===== src/rtl/cpu_mem_pkg.sv =====
// Shared types for the memory stage and MEM/WB pipeline register.
package cpu_mem_pkg;

    localparam int unsigned DATA_W    = 32;
    localparam int unsigned REG_IDX_W = 5;

    // Data-memory access sequencer states
    typedef enum logic {
        MEM_IDLE = 1'b0,
        MEM_BUSY = 1'b1
    } mem_state_e;

    // Writeback payload carried from MEM to WB
    typedef struct packed {
        logic                 wreg;
        logic                 m2reg;
        logic [DATA_W-1:0]    alu;
        logic [DATA_W-1:0]    mdata;
        logic [REG_IDX_W-1:0] rn;
    } mem_wb_t;

endpackage


===== src/rtl/mem_wb_register.sv =====
// MEM/WB pipeline register: load, bubble or hold, with synchronous active-high clear.
// The load data field is written only when i_mdata_we is set, so it survives
// stores, ALU ops and bubbles.
module mem_wb_register
    import cpu_mem_pkg::*;
(
    input  logic    clk,
    input  logic    i_clr,
    input  logic    i_load,
    input  logic    i_bubble,
    input  logic    i_mdata_we,
    input  mem_wb_t i_d,
    output mem_wb_t o_q
);

    mem_wb_t r_q;

    // Register update: clear > load > bubble > hold
    always_ff @(posedge clk) begin
        if (i_clr) begin
            r_q <= '0;
        end else if (i_load) begin
            r_q.wreg  <= i_d.wreg;
            r_q.m2reg <= i_d.m2reg;
            r_q.alu   <= i_d.alu;
            r_q.rn    <= i_d.rn;
            if (i_mdata_we) begin
                r_q.mdata <= i_d.mdata;
            end
        end else if (i_bubble) begin
            r_q.wreg  <= 1'b0;
            r_q.m2reg <= 1'b0;
        end
    end

    assign o_q = r_q;

endmodule


===== src/rtl/mem_wb_stage.sv =====
// Memory stage + MEM/WB register. Drives a req/ack data-memory port with
// variable latency and stalls upstream until the access completes.
// Optional: define MEM_TIMEOUT_EN to abort accesses that see no ack within
// TIMEOUT busy cycles and raise the sticky mem_err flag.
module mem_wb_stage
    import cpu_mem_pkg::*;
#(
    parameter int unsigned DW      = 32,
    parameter int unsigned TIMEOUT = 16
) (
    input  logic          clk,
    input  logic          clrn,
    input  logic          mem_wreg,
    input  logic          mem_m2reg,
    input  logic          mem_wmem,
    input  logic [DW-1:0] mem_alu,
    input  logic [DW-1:0] mem_b,
    input  logic [4:0]    mem_rn,
    output logic          dmem_req,
    output logic          dmem_we,
    output logic [DW-1:0] dmem_addr,
    output logic [DW-1:0] dmem_wdata,
    input  logic [DW-1:0] dmem_rdata,
    input  logic          dmem_ack,
    output logic          mem_stall,
    output logic          wb_wreg,
    output logic          wb_m2reg,
    output logic [DW-1:0] wb_alu,
    output logic [DW-1:0] wb_mdata,
    output logic [4:0]    wb_rn,
    output logic          mem_err
);

    if (TIMEOUT < 1) begin : g_timeout_chk
        $error("mem_wb_stage: TIMEOUT must be at least 1");
    end

    mem_state_e    r_state;
    logic          r_req;
    logic          r_we;
    logic [DW-1:0] r_addr;
    logic [DW-1:0] r_wdata;

    logic    w_access;
    logic    w_ack_done;
    logic    w_timeout;
    logic    w_wb_load;
    mem_wb_t w_wb_d;
    mem_wb_t w_wb_q;

    // A load+store combination is treated as a load
    assign w_access   = mem_m2reg | mem_wmem;
    assign w_ack_done = (r_state == MEM_BUSY) & dmem_ack;

`ifdef MEM_TIMEOUT_EN
    localparam int unsigned CNT_W = $clog2(TIMEOUT + 1);

    logic [CNT_W-1:0] r_cnt;
    logic             r_err;

    // Fires in the TIMEOUT-th busy cycle without ack; an ack in that cycle wins
    assign w_timeout = (r_state == MEM_BUSY) & ~dmem_ack &
                       (r_cnt == CNT_W'(TIMEOUT - 1));

    // Busy-cycle counter and sticky error flag
    always_ff @(posedge clk) begin
        if (clrn) begin
            r_cnt <= '0;
            r_err <= 1'b0;
        end else begin
            if (r_state == MEM_IDLE) begin
                r_cnt <= '0;
            end else if (!dmem_ack) begin
                r_cnt <= r_cnt + CNT_W'(1);
            end
            if (w_timeout) begin
                r_err <= 1'b1;
            end
        end
    end

    assign mem_err = r_err;
`else
    assign w_timeout = 1'b0;
    assign mem_err   = 1'b0;
`endif

    // Upstream may advance when idle with no access, on ack, or on abort
    assign mem_stall = ~(((r_state == MEM_IDLE) & ~w_access) | w_ack_done | w_timeout);

    // Real writeback only for non-memory ops and acked accesses; otherwise a bubble
    assign w_wb_load = ((r_state == MEM_IDLE) & ~w_access) | w_ack_done;

    // Access sequencer with registered memory-port outputs
    always_ff @(posedge clk) begin
        if (clrn) begin
            r_state <= MEM_IDLE;
            r_req   <= 1'b0;
            r_we    <= 1'b0;
            r_addr  <= '0;
            r_wdata <= '0;
        end else begin
            case (r_state)
                MEM_IDLE: begin
                    if (w_access) begin
                        r_state <= MEM_BUSY;
                        r_req   <= 1'b1;
                        r_we    <= mem_wmem & ~mem_m2reg;
                        r_addr  <= mem_alu;
                        r_wdata <= mem_b;
                    end
                end
                MEM_BUSY: begin
                    if (dmem_ack || w_timeout) begin
                        r_state <= MEM_IDLE;
                        r_req   <= 1'b0;
                        r_we    <= 1'b0;
                    end
                end
                default: begin
                    r_state <= MEM_IDLE;
                    r_req   <= 1'b0;
                    r_we    <= 1'b0;
                end
            endcase
        end
    end

    // Writeback payload assembled from the EXE/MEM fields and read data
    always_comb begin
        w_wb_d       = '0;
        w_wb_d.wreg  = mem_wreg;
        w_wb_d.m2reg = mem_m2reg;
        w_wb_d.alu   = DATA_W'(mem_alu);
        w_wb_d.mdata = DATA_W'(dmem_rdata);
        w_wb_d.rn    = mem_rn;
    end

    mem_wb_register u_mem_wb_register (
        .clk        (clk),
        .i_clr      (clrn),
        .i_load     (w_wb_load),
        .i_bubble   (~w_wb_load),
        .i_mdata_we (w_ack_done & mem_m2reg),
        .i_d        (w_wb_d),
        .o_q        (w_wb_q)
    );

    assign dmem_req   = r_req;
    assign dmem_we    = r_we;
    assign dmem_addr  = r_addr;
    assign dmem_wdata = r_wdata;

    assign wb_wreg  = w_wb_q.wreg;
    assign wb_m2reg = w_wb_q.m2reg;
    assign wb_alu   = DW'(w_wb_q.alu);
    assign wb_mdata = DW'(w_wb_q.mdata);
    assign wb_rn    = w_wb_q.rn;

endmodule


===== config.mk =====
export PLATFORM = sky130hd
export DESIGN_NAME = mem_wb_stage
export DESIGN_NICKNAME = d
export VERILOG_FILES = /design/src/rtl/cpu_mem_pkg.sv /design/src/rtl/mem_wb_register.sv /design/src/rtl/mem_wb_stage.sv
export SDC_FILE = /design/constraint.sdc
export NUM_CORES = 1
export LEC_CHECK = 0
export CAP_MARGIN = 20
export CORE_UTILIZATION = 35
export CTS_CLUSTER_DIAMETER = 120
export DETAILED_ROUTE_END_ITERATION = 7
export PLACE_DENSITY = 0.76
export SLEW_MARGIN = 20
export SYNTH_ARGS = -nofsm -noshare
export SYNTH_HDL_FRONTEND = slang
export SYNTH_SLANG_ARGS = --single-unit

===== constraint.sdc =====
create_clock -name clk -period 1.2 [get_ports clk]
set_input_delay 0.24 -clock clk [delete_from_list [all_inputs] [get_ports clk]]
set_output_delay 0.24 -clock clk [all_outputs]
set_load 0.03 [all_outputs]

==> results.md, run 1 <==
* Run status: finished, violations left
* Failing checks: setup timing
* Number of antenna violations at the first check in global routing at 0
* Worst Path Max Fanout at 3
* RSZ-0062 raised after global routing: yes
* Post-synthesis mux area share at 0
* Type of origin of the critical path: register
* Post-place instance area at around 7000 µm²
* Top cell types by occurrence after synthesis: sky130_fd_sc_hd__nand2_1, sky130_fd_sc_hd__dfxtp_1, sky130_fd_sc_hd__a21oi_1, sky130_fd_sc_hd__a22o_1, sky130_fd_sc_hd__buf_2
* Routed vias/inst at 4.781
* Critical Setup Path Class: register to primary output
* TritonCTS clock tree: built
* Post-synthesis compound-gate area fraction at 0.1824
* Buffers on Ports at 244
* Routed wire length at 14.83 mm
* Mean Syn Cell Area at 8.828 µm²
* Vias after detailed routing at 4595
* Simple-gate area share of the yosys netlist at 0.1715
* Number of core rows at 41
* Number of flops mapped to enable cells by yosys at 0
* Clk_lat worst skew at 410 ps
* Min Tclk post-route at 1465 ps
* Residual overflow from global routing at 0
* Share of the clock period used by the worst path after layout at 1.221
* Async SR Flop Fraction at 0
* Power per cell area at roughly 1600 nW/µm²
* Count of distinct cell types in the synthesized netlist at 20
* Crit. End Element: primary output
* Cell leakage power at 3.406 nW
* Sequential-to-total area share from yosys stat at 0.5984
* Required time at the endpoint of the critical path at 960 ps
* Leading cell types by total area after synthesis: sky130_fd_sc_hd__dfxtp_1, sky130_fd_sc_hd__nand2_1, sky130_fd_sc_hd__a21oi_1, sky130_fd_sc_hd__a22o_1, sky130_fd_sc_hd__buf_2
* Hold-fix buffer count after cts at 0
* Top-level I/O count at 246
* Cell type contributing the most total cell area after synthesis: sky130_fd_sc_hd__dfxtp_1
* Initial Utilization at 0.3629
* Fmax at ~700 MHz
* Maximum vdd ir drop at 0.8549 mV
* Wire length of the first global-routing pass at 20.77 mm
* Post-synthesis instance area at ~4600 µm²
* Final nets at 883
* Core area at 12720 µm²
* Fin. Hold Viols at 0
* Die area at 13660 µm²
* Data arrival, critical path at between 1000 and 1500 ps
* Number of slew-limit violations in the final report at 0
* Fin Clk Skew at roughly 12 ps
* Hold/Removal Path Class: input port to register
* Tot GR Track Use at 0.2007
* Adder-cell area share of the yosys netlist at 0
* Core occupancy in the finished layout at 0.6357
* Cell count after synthesis at between 500 and 600
* Iteration-0 DRC Markers at 295
* Pre-antenna DRT Iters at 4
* Finished layout cell area at 8088 µm²
* Yosys warns at 0
* Synthesized-area fraction occupied by xor and xnor cells at 0
* Vias in the first global route at 4284
* Clk Tree Root Cell: sky130_fd_sc_hd__clkbuf_16
* Post-layout worst setup margin at -265.3 ps
* Post-layout total power at 0.01303 W
* Horizontal die dimension at approximately 120 µm
* Ordered cell list for the critical path: o21bai_4 -> buf_6 -> nand2_4 -> buf_6
* Setup-failing EPs final at 105
* HPWL Detailed at roughly 10 mm
* Vertical die dimension at 116.9 µm
* Most frequent cell on the critical path: sky130_fd_sc_hd__buf_6
* Clock buffers created by TritonCTS at 17
* WL/cell at 15.43 µm
* Maximum capacitance violations at 0
* Total DRC errors in the routed layout at 0
* Fraction of layout cells with a size suffix above 1 at 0.3283
* Yosys top cell area share at 0.5984
* Worst-case clock buffer depth at 2
* Pin count of the biggest net entering global routing at 40
* Area growth, synth to finish at 75.18%
* Most instantiated flip-flop cell in the synthesis netlist: sky130_fd_sc_hd__dfxtp_1
* Clock input transition at the sequential cells of the worst setup and hold paths at 50 ps
* Yosys reg bits at 138
* # clock sinks at 138
* Net count after synthesis at 630
* Combinational family with the most area after synthesis: compound AO/OA/AOI/OAI gates
* Most frequent cell after synthesis: sky130_fd_sc_hd__nand2_1
* H-tree lvl count at 4
* DRT antenna net count at 0
* N_diodes at 0
* Routability cong. at 0.7283
* Delay of the slowest cell on the worst path at 360 ps
* Slowest cell on the critical path: sky130_fd_sc_hd__dfxtp_4
==> registers in the layout, summed over array words and instances (netlist names) <==
name                   cells
r_state                    1
dmem_we                    1
dmem_addr                 32
dmem_req                   1
dmem_wdata                32
u_mem_wb_register.o_q     71
==> timing repair <==
item	4_1_cts	5_1_grt
pin swaps	1	1
resized for setup	10	71
endpoints found under the setup margin	109	166
buffers inserted	2	4
cloned	1	5
==> worst max-delay path: cells and delay by family (launching register included) <==
| kind | cells | cell delay (ps) |
|---|---|---|
| flip-flops | 1 | 360 |
| AO/OA/AOI/OAI | 1 | 170 |
| AND/OR/NAND/NOR | 1 | 40 |
| buffers and inverters | 2 | 250 |
==> worst paths after layout <==
path	startpoint	endpoint	slack [ps]	cells after the start
min	clrn	r_state	80	2
min reg2reg	dmem_wdata[7]	dmem_wdata[7]	450	2
max reg2reg	r_state	u_mem_wb_register.o_q[4]	-220	6
max	r_state	mem_stall	-270	4
==> cell families (layout without fill, tap and decap cells) <==
logic type / count (synthesis) / count (layout)
buffers and inverters: 41 / 307
other: 1 / 1
and+or+nand+nor: 204 / 204
DFF: 138 / 138
AOI/OAI and AO/OA: 139 / 139
==> per-stage QoR <==
stage	setup slack, ps	TNS (ps)	hold WS (ps)	cells
final	-265.3	-14000	82.65	961
after CTS	-287.8	-20720	66.43	952
after global routing	-301.6	-18860	69.42	961
after floorplan	19.56	0	361.7	523
after detailed placement	-572.1	-65010	446.6	917
after global placement	-490.1	-57270	442.9	917
==> routing by layer <==
metal  vias to the layer above  global-route usage  routed length (µm)
li1                       2236                   -                   -
met1                      2143              0.2147                5794
met2                       186              0.3440                7403
met3                        30             0.08084                1243
met4                         0             0.09958                 388
met5                         -                   0                   0
==> layout by cell type (no fill, tap or decap), drive strengths merged <==
cell	count
clkdlybuf4s50	103
nand3	1
o21ai	1
o21ba	1
nand2	195
nor3	1
a22o	37
dlygate4sd2	2
nor2b	1
and3	1
inv	1
bufinv	3
and2	2
o21bai	1
clkbuf	25
a21oi	99
clkinv	4
nor2	2
buf	167
dfxtp	138
nand2b	1
clkinvlp	2
conb	1
==> final cells by class <==
cell class	instances	area, µm²
fill	1059	4634
sequential	138	2776
timing repair buffer	275	2625
multi-input combinational	344	1839
clock buffer	22	494.2
tap	172	215.2
clock inverter	10	137.6
==> power by group <==
| part | internal (W) | switching, W | total, W |
|---|---|---|---|
| clock | 0.00354 | 0.00190 | 0.00545 |
| combinational | 0.00115 | 0.00137 | 0.00252 |
| sequential | 0.00489 | 0.000175 | 0.00507 |
| total | 0.00959 | 0.00345 | 0.0130 |
Note: power is estimated with default switching activity, not from simulation.
==> run 2, diff against run 1 <==
- CELL_PAD_IN_SITES_DETAIL_PLACEMENT: not set -> 1
- CELL_PAD_IN_SITES_GLOBAL_PLACEMENT: not set -> 2
- CORE_UTILIZATION: 35 -> 19
- PLACE_DENSITY: 0.76 -> 0.8
==> run 2 against run 1 <==
The run still ends with setup timing left. Critical path depth did not move. Clock power fell by 4.6%. Cell area rose by 9.7%. Routed wire length rose by 23%. Via count rose by 2.4%. Count of clock-buffer cells in the layout fell by 3. Non-clock buffer count rose by 12. First-iteration DRC count fell by 60%. Critical endpoint unchanged.
==> results.md, run 2 (same netlist as run 1, synthesis figures left out) <==
* Run status: finished, violations left
* Failing checks: setup timing
* Slowest cell on the critical path: sky130_fd_sc_hd__dfxtp_4
* Capturing point of the worst reg2reg path: u_mem_wb_register.o_q[54]
* Setup-failing EPs final at roughly 120
* Worst flop-to-flop path startpoint: r_state
* Delay of the slowest cell on the worst path at 360 ps
* HPWL Detailed at 11.51 mm
* Vias after detailed routing at 4706
* Residual overflow from global routing at 0
* End of the critical path: mem_stall
* Iteration-0 DRC Markers at 119
* Area growth, synth to finish at 92.09%
* Power per cell area at 1487 nW/µm²
* Initial Utilization at 0.1949
* Pre-antenna DRT Iters at 5
* Worst hold path stage count at 3
* DRT antenna net count at 0
* Fraction of layout cells with a size suffix above 1 at 0.4155
* Tightest hold margin at 293.0 ps
* TritonCTS clock tree: built
* Min Tclk post-route at 1487 ps
* Worst-case clock buffer depth at 2
* Pin count of the biggest net entering global routing at 71
* Maximum vdd ir drop at 0.7137 mV
* Hold/Removal Path Class: input port to register
* M1 GR Usage at 0.1480
* Die area at 24930 µm²
* Horizontal die dimension at 157.9 µm
* Vias in the first global route at approximately 4700
* RSZ-0062 raised after global routing: yes
* Clk Tree Root Cell: sky130_fd_sc_hd__clkbuf_16
* Fin Clk Skew at slightly above 8 ps
* Register area at 2872 µm²
* Required time at the endpoint of the critical path at approximately 960 ps
* Met2 layer usage reported by global route at 0.2440
* Routability cong. at 0.7235
* Busiest grt layer: met2
* Cell leakage power at between 3 and 4 nW
* Clock buffers created by TritonCTS at 17
* Post-layout worst setup margin at -286.8 ps
* H-tree lvl count at 4
* Data arrival, critical path at about 1300 ps
* Share of the clock period used by the worst path after layout at 1.239
* Tot GR Track Use at 0.1388
* Crit path launch: r_state
* Type of origin of the critical path: register
* Wire length of the first global-routing pass at 25.93 mm
* Worst slack at placement at -582.8 ps
* Clk_lat worst skew at 410 ps
* Top-level I/O count at ~250
* Most common cell after layout, fill and taps aside: sky130_fd_sc_hd__nand2_1
* Commonest cells after routing, fill and taps aside: sky130_fd_sc_hd__nand2_1, sky130_fd_sc_hd__buf_6, sky130_fd_sc_hd__clkdlybuf4s50_1
* Met3 usage in global routing at 0.05174
* Core area at about 24000 µm²
* Setup total negative slack at -9583 ps
* Crit-path leading delay family: flip-flops
* Ordered cell list for the critical path: o21bai_4 -> buf_6 -> nand2_4 -> buf_12
* Path depth of the worst reg2reg path at 7
* Core occupancy in the finished layout at 0.3745
* Number of antenna violations at the first check in global routing at 2
* Fmax at 672.6 MHz
* Buffers on Ports at 244
* Fin. Hold Viols at 0
* Total DRC errors in the routed layout at 0
* Crit. End Element: primary output
* Number of core rows at 56
* Vertical die dimension at 157.9 µm
* Number of slew-limit violations in the final report at 0
* Maximum capacitance violations at 0
* Filler Cell Count at between 2000 and 3000
* Flip-flop count of the largest register after layout at 71
* Number of buffers and inverters on the critical path at 2
* Routed wire length at 18.23 mm
* # clock sinks at 138
* WL/cell at 16.28 µm
* Clock input transition at the sequential cells of the worst setup and hold paths at 60 ps
* Final nets at 895
* Reg2Reg Setup Slack at -220 ps
* Critical Setup Path Class: register to primary output
* Worst Path Max Fanout at 5
* Total stage count of the critical path at 4
* Routed vias/inst at 4.202
* Area of the multi-input gates at between 1500 and 2000 µm²
[run 2: cell type report]
cell class | instances | share of cell area
Multi-Input combinational cell | 344 | 0.2163
Clock inverter | 11 | 0.01383
Sequential cell | 138 | 0.3238
Timing Repair Buffer | 287 | 0.3495
Antenna cell | 2 | 0.0005643
Clock buffer | 19 | 0.05107
Tap cell | 319 | 0.04501
[run 2: power by group]
part | switching [W] | internal, W | total, W
Sequential | 0.000229 | 0.00491 | 0.00514
Clock | 0.00206 | 0.00314 | 0.00520
Combinational | 0.00147 | 0.00138 | 0.00285
Total | 0.00375 | 0.00944 | 0.0132
[run 2: tightest hold or removal path, delay by kind of cell]
| family | cells | cell delay, ps |
|---|---|---|
| AOI/OAI and AO/OA | 1 | 50 |
| and+or+nand+nor | 1 | 70 |
| buffers and inverters | 1 | 290 |
[run 2: worst min path at each step]
stage                        start                         to  slack, ps
finish                    mem_wmem                    dmem_we        290
global placement    dmem_wdata[12]             dmem_wdata[12]        440
floorplan                mem_m2reg  u_mem_wb_register.o_q[69]        360
detailed placement   dmem_wdata[9]              dmem_wdata[9]        450
CTS                       mem_wmem                    dmem_we        270
global route                  clrn                    r_state        300
[run 2: metal layers]
| layer | wire [µm] | up-vias |
|---|---|---|
| met4 | 273 | 0 |
| met3 | 1373 | 17 |
| met1 | 7118 | 2268 |
| li1 | - | 2271 |
| met2 | 9464 | 150 |
| met5 | 0 | - |
[run 2: metrics by stage]
step,cell area (µm²),total power [W],std cells
finish,8869,0.01319,1120
global route,8866,0.01380,1119
CTS,8192,0.01307,1108
detailed placement,7221,0.007515,1066
global placement,7221,0.007484,1066
floorplan,4642,0.006320,523
[run 2: timing repair]
| item | in CTS | in global routing |
|---|---|---|
| hold buffers | 0 | 0 |
| setup endpoints to repair | 112 | 227 |
| gates cloned | 3 | 4 |
| resized for setup | 81 | 191 |
| setup buffers | 9 | 9 |
| pin swaps | 38 | 14 |
